<file path="config.mk">
export PLATFORM = sky130hd
export DESIGN_NAME = hid_fifo_bank
export DESIGN_NICKNAME = d
export VERILOG_FILES = /design/src/rtl/hid_fifo_bank.sv
export SDC_FILE = /design/constraint.sdc
export NUM_CORES = 1
export LEC_CHECK = 0
export ABC_CLOCK_PERIOD_IN_PS = 7290
export CORE_UTILIZATION = 61
export CTS_CLUSTER_DIAMETER = 80
export CTS_CLUSTER_SIZE = 28
export DETAILED_ROUTE_END_ITERATION = 12
export GPL_TIMING_DRIVEN = 0
export PLACE_DENSITY = 0.95
export SYNTH_ARGS = -nofsm -noshare
export SYNTH_HDL_FRONTEND = slang
export SYNTH_SLANG_ARGS = --single-unit
</file>
<file path="constraint.sdc">
create_clock -name clk_i -period 7.29 [get_ports clk_i]
set_input_delay 0.729 -clock clk_i [delete_from_list [all_inputs] [get_ports clk_i]]
set_output_delay 0.729 -clock clk_i [all_outputs]
set_load 0.01 [all_outputs]
</file>
<file path="src/rtl/hid_fifo_bank.sv">
// Multi-channel HID receive FIFO bank with memory-mapped pop-by-write access.
// Optional HID_FIFO_TIMESTAMP_EN stores a 32-bit cycle stamp with every entry.
module hid_fifo_bank #(
  parameter int NCHAN  = 2,
  parameter int DEPTH  = 16,
  parameter int DWIDTH = 9
) (
  input  logic                    clk_i,
  input  logic                    rst_ni,
  input  logic [NCHAN-1:0]        in_ready,
  input  logic [NCHAN*DWIDTH-1:0] in_data,
  input  logic                    hid_en,
  input  logic [7:0]              hid_we,
  input  logic [8:0]              hid_addr,
  input  logic [63:0]             hid_wrdata,
  output logic [63:0]             hid_rddata,
  output logic                    irq_o
);

  localparam int PW = $clog2(DEPTH);
  localparam int CW = PW + 1;

  typedef enum logic [1:0] {
    REG_DATA   = 2'd0,
    REG_STATUS = 2'd1,
    REG_CTRL   = 2'd2,
    REG_RSVD   = 2'd3
  } reg_sel_e;

  logic [2:0]       ch_sel;
  reg_sel_e         reg_sel;
  logic             bus_wr;
  logic [63:0]      data_word [NCHAN];
  logic [63:0]      stat_word [NCHAN];
  logic [NCHAN-1:0] irq_vec;
  logic [63:0]      rd_next;
  logic             unused_bits;

  assign ch_sel      = hid_addr[8:6];
  assign reg_sel     = reg_sel_e'(hid_addr[4:3]);
  assign bus_wr      = |hid_we;
  assign unused_bits = ^{hid_addr[5], hid_addr[2:0], hid_wrdata[63:3]};

`ifdef HID_FIFO_TIMESTAMP_EN
  logic [31:0] ts_cnt;

  always_ff @(posedge clk_i or negedge rst_ni) begin
    if (!rst_ni) ts_cnt <= '0;
    else         ts_cnt <= ts_cnt + 32'd1;
  end
`endif

  for (genvar c = 0; c < NCHAN; c++) begin : g_ch
    logic [DWIDTH-1:0] mem [DEPTH];
    logic [PW-1:0]     wr_ptr, rd_ptr;
    logic [CW-1:0]     cnt;
    logic [7:0]        ovf_cnt;
    logic              udf, irq_en, rdy_q;
    logic              sel, push_req, pop_req, ctrl_wr, flush, clr;
    logic              empty, full, do_push, do_pop, ovf_evt, udf_evt;
    logic [DWIDTH-1:0] head;
    logic [63:0]       dw;

    assign sel      = hid_en && (ch_sel == 3'(c));
    assign push_req = in_ready[c] && !rdy_q;
    assign pop_req  = sel && bus_wr && (reg_sel == REG_DATA);
    assign ctrl_wr  = sel && bus_wr && (reg_sel == REG_CTRL);
    assign flush    = ctrl_wr && hid_wrdata[2];
    assign clr      = ctrl_wr && hid_wrdata[1];
    assign empty    = (cnt == '0);
    assign full     = (cnt == CW'(DEPTH));

    // A pop on a full FIFO frees the slot the concurrent push lands in.
    assign do_pop  = pop_req && !empty;
    assign do_push = push_req && !flush && (!full || do_pop);
    assign ovf_evt = push_req && !flush && full && !do_pop;
    assign udf_evt = pop_req && empty;

    always_ff @(posedge clk_i or negedge rst_ni) begin
      if (!rst_ni) begin
        rdy_q   <= 1'b0;
        wr_ptr  <= '0;
        rd_ptr  <= '0;
        cnt     <= '0;
        ovf_cnt <= '0;
        udf     <= 1'b0;
        irq_en  <= 1'b0;
      end else begin
        rdy_q <= in_ready[c];
        if (flush) begin
          wr_ptr <= '0;
          rd_ptr <= '0;
          cnt    <= '0;
        end else begin
          if (do_push) wr_ptr <= wr_ptr + PW'(1);
          if (do_pop)  rd_ptr <= rd_ptr + PW'(1);
          cnt <= cnt + CW'(do_push) - CW'(do_pop);
        end
        if (clr)                             ovf_cnt <= '0;
        else if (ovf_evt && ovf_cnt != 8'hFF) ovf_cnt <= ovf_cnt + 8'd1;
        if (clr)          udf <= 1'b0;
        else if (udf_evt) udf <= 1'b1;
        if (ctrl_wr) irq_en <= hid_wrdata[0];
      end
    end

    always_ff @(posedge clk_i) begin
      if (do_push) mem[wr_ptr] <= in_data[c*DWIDTH +: DWIDTH];
    end

    assign head = empty ? '0 : mem[rd_ptr];

`ifdef HID_FIFO_TIMESTAMP_EN
    logic [31:0] ts_mem [DEPTH];

    always_ff @(posedge clk_i) begin
      if (do_push) ts_mem[wr_ptr] <= ts_cnt;
    end
`endif

    always_comb begin
      dw                = '0;
      dw[DWIDTH-1:0]    = head;
      dw[16]            = empty;
      dw[17]            = full;
`ifdef HID_FIFO_TIMESTAMP_EN
      dw[63:32]         = empty ? '0 : ts_mem[rd_ptr];
`endif
    end

    assign data_word[c] = dw;
    assign stat_word[c] = {46'd0, irq_en, udf, ovf_cnt, 8'(cnt)};
    assign irq_vec[c]   = irq_en && !empty;
  end

  always_comb begin
    rd_next = '0;
    for (int unsigned c = 0; c < NCHAN; c++) begin
      if (32'(ch_sel) == c) begin
        case (reg_sel)
          REG_DATA:            rd_next = data_word[c];
          REG_STATUS, REG_CTRL: rd_next = stat_word[c];
          default:             rd_next = '0;
        endcase
      end
    end
  end

  always_ff @(posedge clk_i or negedge rst_ni) begin
    if (!rst_ni) begin
      hid_rddata <= '0;
      irq_o      <= 1'b0;
    end else begin
      if (hid_en && !bus_wr) hid_rddata <= rd_next;
      irq_o <= |irq_vec;
    end
  end

endmodule

</file>
==> results of run 1 <==
Yosys cell counts (all sizes together) (8+ instances only):
library cell and count:
o211ai 17, nand2 32, clkbuf 29, and2 14, or4 14, and3 13, a22o 19, mux2i 20
nand3 36, mux4 68, a22oi 29, inv 25, nor2 49, edfxtp 288, nor2b 8, xnor2 11
o31ai 15, o21ai 10, a21oi 27, dfrtp 67, nor3 17, buf 66, a211oi 9, ha 27
through the flow:
step | cells | util, % | hold WS, ns | setup slack [ns] | area, sq um
2_1_floorplan | 1013 | - | 0.4334 | 3.635 | 15670
6_report | 1424 | 69.88 | 0.2958 | 3.116 | 17190
4_1_cts | 1424 | 69.86 | 0.3343 | 3.154 | 17190
3_3_place_gp | 1391 | 67.54 | 0.4842 | 2.353 | 16620
5_1_grt | 1424 | 69.88 | 0.3641 | 2.958 | 17190
3_5_place_dp | 1394 | 67.78 | 0.4955 | 2.614 | 16680
critical path, stage by stage:
cell             delay (ns)
clkdlybuf4s50_1        0.50
or4_1                  0.54
buf_2                  0.18
o211ai_4               0.37
o211ai_1               0.22
clkbuf_1               0.32
ha_1                   0.37
inv_1                  0.04
ha_1                   0.20
fa_1                   0.42
a21oi_1                0.22
nor2_1                 0.10
nor2_1                 0.15
xnor2_1                0.13
nor2_1                 0.06
layout make-up:
type / count / share of cell area (%)
flip-flops and latches: 355 / 60.05
well taps: 324 / 2.358
plain buffers: 95 / 3.246
clock inverters: 4 / 0.3056
clock buffers: 26 / 2.671
repair buffers: 57 / 3.246
inverters: 25 / 0.5458
multi-input cells: 538 / 27.58
registers in the layout (all words and copies together), names as in the netlist:
register      flops
g_ch.cnt         10
g_ch.irq_en       2
g_ch.mem        288
g_ch.ovf_cnt     16
g_ch.rd_ptr       8
g_ch.rdy_q        2
g_ch.udf          2
g_ch.wr_ptr       8
hid_rddata       18
irq_o             1
per-layer routing:
| layer | vias up | share of wire (%) |
|---|---|---|
| met5 | - | 0.033 |
| met4 | 2 | 3.8 |
| met3 | 133 | 11 |
| met2 | 778 | 50 |
| met1 | 4710 | 36 |
| li1 | 3946 | - |
cells by family after synthesis:
group,count (synthesis),synth area share [%]
other,1,0.02419
XOR/XNOR,14,0.7910
flip-flops,355,66.60
adder cells (fa/ha/maj),29,2.437
buffers and inverters,120,4.205
multiplexers,95,11.68
AND/OR/NAND/NOR,210,7.425
AO/OA/AOI/OAI,144,6.836
worst min path at each step:
stage,start,endpoint,slack [ns]
finish,rst_ni,g_ch[1].ovf_cnt[6],0.30
global route,rst_ni,g_ch[1].ovf_cnt[6],0.36
CTS,rst_ni,g_ch[0].cnt[3],0.33
detailed placement,hid_rddata[12],hid_rddata[12],0.50
global placement,g_ch[1].udf,g_ch[1].udf,0.48
floorplan,rst_ni,g_ch[0].cnt[0],0.43
power by group through the flow:
| stage | combinational [mW] | clock (mW) | sequential [mW] |
|---|---|---|---|
| 2_1_floorplan | 0.904 | 0 | 2.47 |
| 3_3_place_gp | 1.14 | 0 | 2.50 |
| 3_5_place_dp | 1.25 | 0 | 2.51 |
| 4_1_cts | 1.27 | 1.08 | 2.47 |
| 5_1_grt | 1.38 | 1.15 | 2.49 |
| 6_report | 1.28 | 1.09 | 2.48 |
==> qor.csv, run 1 <==
metric,value,unit
vias,9569,
power_frac_clock,22.4,%
rsz0062_at_grt,false,
rrSetupSlack,3.83,ns
layout_common_cells,"288 x edfxtp_1, 68 x mux4_2, 67 x dfrtp_1, 53 x clkdlybuf4s50_1",
yosys.area.top_type,edfxtp_1,
overflow,0,
ys_ff_latch,355,
power_leakage,5.902,nW
antennaDiodeCount,0,
cts_tree,yes,
grt_pass1_wl,55700,um
clk_pin_slew,0.11,ns
switching_share,30.59,%
p_sw,1.484,mW
rows,57,
drtPass1Iterations,10,
multi_input_area,4742,sq um
cts.htree.levels,1,
skew,0.04864,ns
r2r-end,g_ch[0].cnt[4],
crit_type,input port to flop,
min_period_over_period,57.26,%
max-vdd-ir-drop,0.0001591,V
cp.required,7.67,ns
powerDensity,282.1,nW/um^2
die_area,26050,sq um
die_w,161.4,um
layout.nets,1222,
first_iter_violations,1374,
min_path_type,input port to async pin,
synthTopCellsByArea,"edfxtp_1 56%, dfrtp_1 11%, mux4_2 9.9%",
startpoint_type,input port,
die_h,161.4,um
crit_fanout,10,
ant_nets,0,
vias_per_cell,6.720,
synthDominantCellAreaShare,55.79,%
cts_num_sinks,355,
insertion_delay,0.54,ns
p_comb_share,26.4,%
core_region_area,24600,sq um
fmax,0.2396,GHz
max_slew_margin,24.83,%
violations,DRC,
final-seq-area,10320,sq um
synthDistinctLibCells,59,
dp_hpwl,24900,um
nFillCells,1481,
ios,169,
cts_buffers,17,
endpoint,g_ch[1].cnt[4],
grt_max_degree,68,
fin_crit,4.174,ns
postCtsSetupRepairBufs,0,
grt_use_total,28.65,%
use_met2,48.65,%
use_met1,37.62,%
syn_to_final_growth,10.91,%
finalSetupTns,0,ns
postCtsResizedCells,0,
grt.busiest_layer,met2,
crit_start,hid_we[1],
arrival,4.56,ns
globalRouteMet3Util,4.828,%
place.gp.congestion,0.9360,
io_buffer_count,54,
finalPower,4.850,mW
avgSynthCellArea,16.01,sq um
drv_slew,0,
yosys_warnings,0,
reg2reg_from,g_ch[0].cnt[3],
syn_area,15500,sq um
ctsHoldBuffers,0,
syn_inst,968,
crit_path_end_kind,flop,
synth_seq_area_share,66.60,%
synth-edff-count,288,
final-setup-viol-count,0,
p_seq_share,51.2,%
grt_pass1_vias,9499,
final_common_cell,edfxtp_1,
wl,36410,um
tightest_slew,1.125,ns
clockRootBuffer,clkbuf_16,
r2r_cells,15,
antenna_found_initial,1,
cap_violations,0,
power.internal,3.366,mW
synthArstFlopShare,18.87,%
initial_utilization,63.01,%
status,finished with violations,
synth_ff_type,edfxtp_1,
route.detailed.drc,1,
clockBufferDepth,3,
wl_per_cell,25.57,um
drive_gt1_share,16.73,%
timing.final.hold_violations,0,
No activity file was read; power rests on OpenSTA's default activity.
==> run 2: changes to the inputs <==
ABC_CLOCK_PERIOD_IN_PS = 3850   (was 7290)
CORE_UTILIZATION = 57   (was 61)
PLACE_DENSITY = 0.9   (was 0.95)
clock period = 3.85 ns   (was 7.29 ns; I/O delays follow)
==> run 2 against run 1 <==
Critical endpoint is now g_ch[0].cnt[4]. Sequential cell count is the same. Clock skew shrank 0.029 ns. Highest routed layer unchanged. Via count shrank 3.8%. Final area grew 0.35%. Total power grew 87%. Hold slack gained 0.036 ns. Global-route usage shrank 4.0 points. Die area grew 6.9%. Combinational power grew 83%. Sequential power grew 89%. The run still ends with DRC left. Sequential share of layout area shrank 0.21 points.
==> qor.csv, run 2 (synthesized netlist as in run 1, its figures left out) <==
metric,value,unit
largest_reg_flops,288,
power_leakage,5.927,nW
worst-path-buf-inv,2,
cp.required,4.24,ns
layout_common_cells,"288 x edfxtp_1, 68 x mux4_2, 67 x dfrtp_1, 53 x buf_4, 53 x clkdlybuf4s50_1",
cp_common_cell,nor2_1,
wl,33980,um
tightest_slew,1.165,ns
slowest_delay,0.65,ns
vias_per_cell,6.408,
place_ws,-0.4417,ns
fmax,0.2773,GHz
max-vdd-ir-drop,0.0003074,V
ios,169,
crit_type,input port to flop,
holdWs,0.3318,ns
ant_nets,0,
first_iter_violations,1462,
clk_pin_slew,0.10,ns
finalPower,9.049,mW
dpl_cell_area,16700,sq um
min_path_type,input port to flop,
die_w,166.9,um
syn_to_final_growth,11.30,%
grt_pass1_wl,52120,um
core_region_area,26350,sq um
die_area,27860,sq um
dp_hpwl,22910,um
insertion_delay,0.51,ns
overflow,0,
drv_slew,0,
rsz0062_at_grt,false,
status,finished with violations,
initial_utilization,58.82,%
grt_use_total,24.62,%
nFillCells,1682,
use_met2,42.90,%
powerDensity,524.5,nW/um^2
vias,9209,
drtPass1Iterations,9,
clockBufferDepth,3,
clockRootBuffer,clkbuf_16,
crit_path_end_kind,flop,
final_common_cell,edfxtp_1,
use_met1,32.22,%
rows,59,
crit_fanout,11,
cts.htree.levels,1,
die_h,166.9,um
cap_violations,0,
skew,0.01947,ns
place.gp.congestion,0.9304,
final_util,65.47,%
globalRouteMet3Util,3.897,%
stdcell_area,17250,sq um
startpoint_type,input port,
cts_num_sinks,355,
antennaDiodeCount,0,
grt_max_degree,68,
slowest_stage,a2111o_1,
grt_pass1_vias,9011,
arrival,4.00,ns
fin_ws,0.2444,ns
cp_top_family,compound AO/OA/AOI/OAI gates,
final-setup-viol-count,0,
antenna_found_initial,1,
io_buffer_count,54,
fin_crit,3.606,ns
crit_chain,clkdlybuf4s50_1 > or3_1 > a211o_1 > a2111o_1 > ha_1 > inv_1 > ha_1 > fa_1 > a21oi_1 > nor2_1 > nor2_1 > xnor2_1 > nor2_1,
timing.final.hold_violations,0,
max_slew_margin,22.07,%
reg_top3,"g_ch.mem: 288 flops, hid_rddata: 18 flops, g_ch.ovf_cnt: 16 flops",
grt.busiest_layer,met2,
cts_buffers,17,
route.detailed.drc,1,
wl_per_cell,23.65,um
largest_register,g_ch.mem,
layout.nets,1225,
violations,DRC,
min_period_over_period,93.65,%
drive_gt1_share,17.24,%
cts_tree,yes,
-- run 2: final timing paths --
| check | start | depth (start not counted) | endpoint | slack [ns] |
|---|---|---|---|---|
| min reg2reg | hid_rddata[5] | 1 | hid_rddata[5] | 0.50 |
| max in group asynchronous | rst_ni | 2 | g_ch[0].cnt[2] | 2.80 |
| min | in_ready[0] | 1 | g_ch[0].rdy_q | 0.33 |
| max reg2reg | g_ch[0].cnt[3] | 14 | g_ch[0].cnt[4] | 0.52 |
| max | hid_addr[6] | 13 | g_ch[0].cnt[4] | 0.24 |
| min in group asynchronous | rst_ni | 2 | g_ch[1].ovf_cnt[3] | 0.52 |
-- run 2: what timing repair did --
item	CTS	global route
resized for setup	0	4
setup endpoints to repair	0	2
buffers inserted	0	4
hold buffers	1	0
hold endpoints to repair	3	0
-- run 2: routing by layer --
layer | wire [um] | up-vias
met2 | 17260 | 595
li1 | - | 3958
met4 | 929 | 2
met1 | 12790 | 4566
met5 | 13 | -
met3 | 2994 | 88
-- run 2: final cells by class --
class                      instances  area, sq um  share of cell area (%)
multi-input combinational        538         4761                   27.59
clock buffer                      25        465.4                   2.698
sequential                       355        10320                   59.84
clock inverter                     4        41.29                  0.2393
timing repair buffer              61        593.1                   3.437
inverter                          25        93.84                  0.5439
tap                              335        419.2                   2.429
buffer                            94        555.5                   3.220
-- run 2: stage by stage --
| stage | instances | TNS, ns |
|---|---|---|
| floorplan | 1013 | 0 |
| detailed placement | 1404 | -1.304 |
| finish | 1437 | 0 |
| global route | 1437 | 0 |
| CTS | 1434 | 0 |
| global placement | 1402 | -32.86 |
-- run 2: worst register-to-register path, delay by kind of cell, from the launching register on --
family                   cells  cell delay, ns
AND/OR/NAND/NOR              6            1.24
adder cells (fa/ha/maj)      4            1.10
AO/OA/AOI/OAI                1            0.17
flip-flops                   1            0.42
buffers and inverters        2            0.13
XOR/XNOR                     1            0.13
-- run 2: power by group --
part | switching [mW] | internal, mW
clock | 1.16 | 0.875
combinational | 1.28 | 1.06
sequential | 0.235 | 4.44
total | 2.67 | 6.38
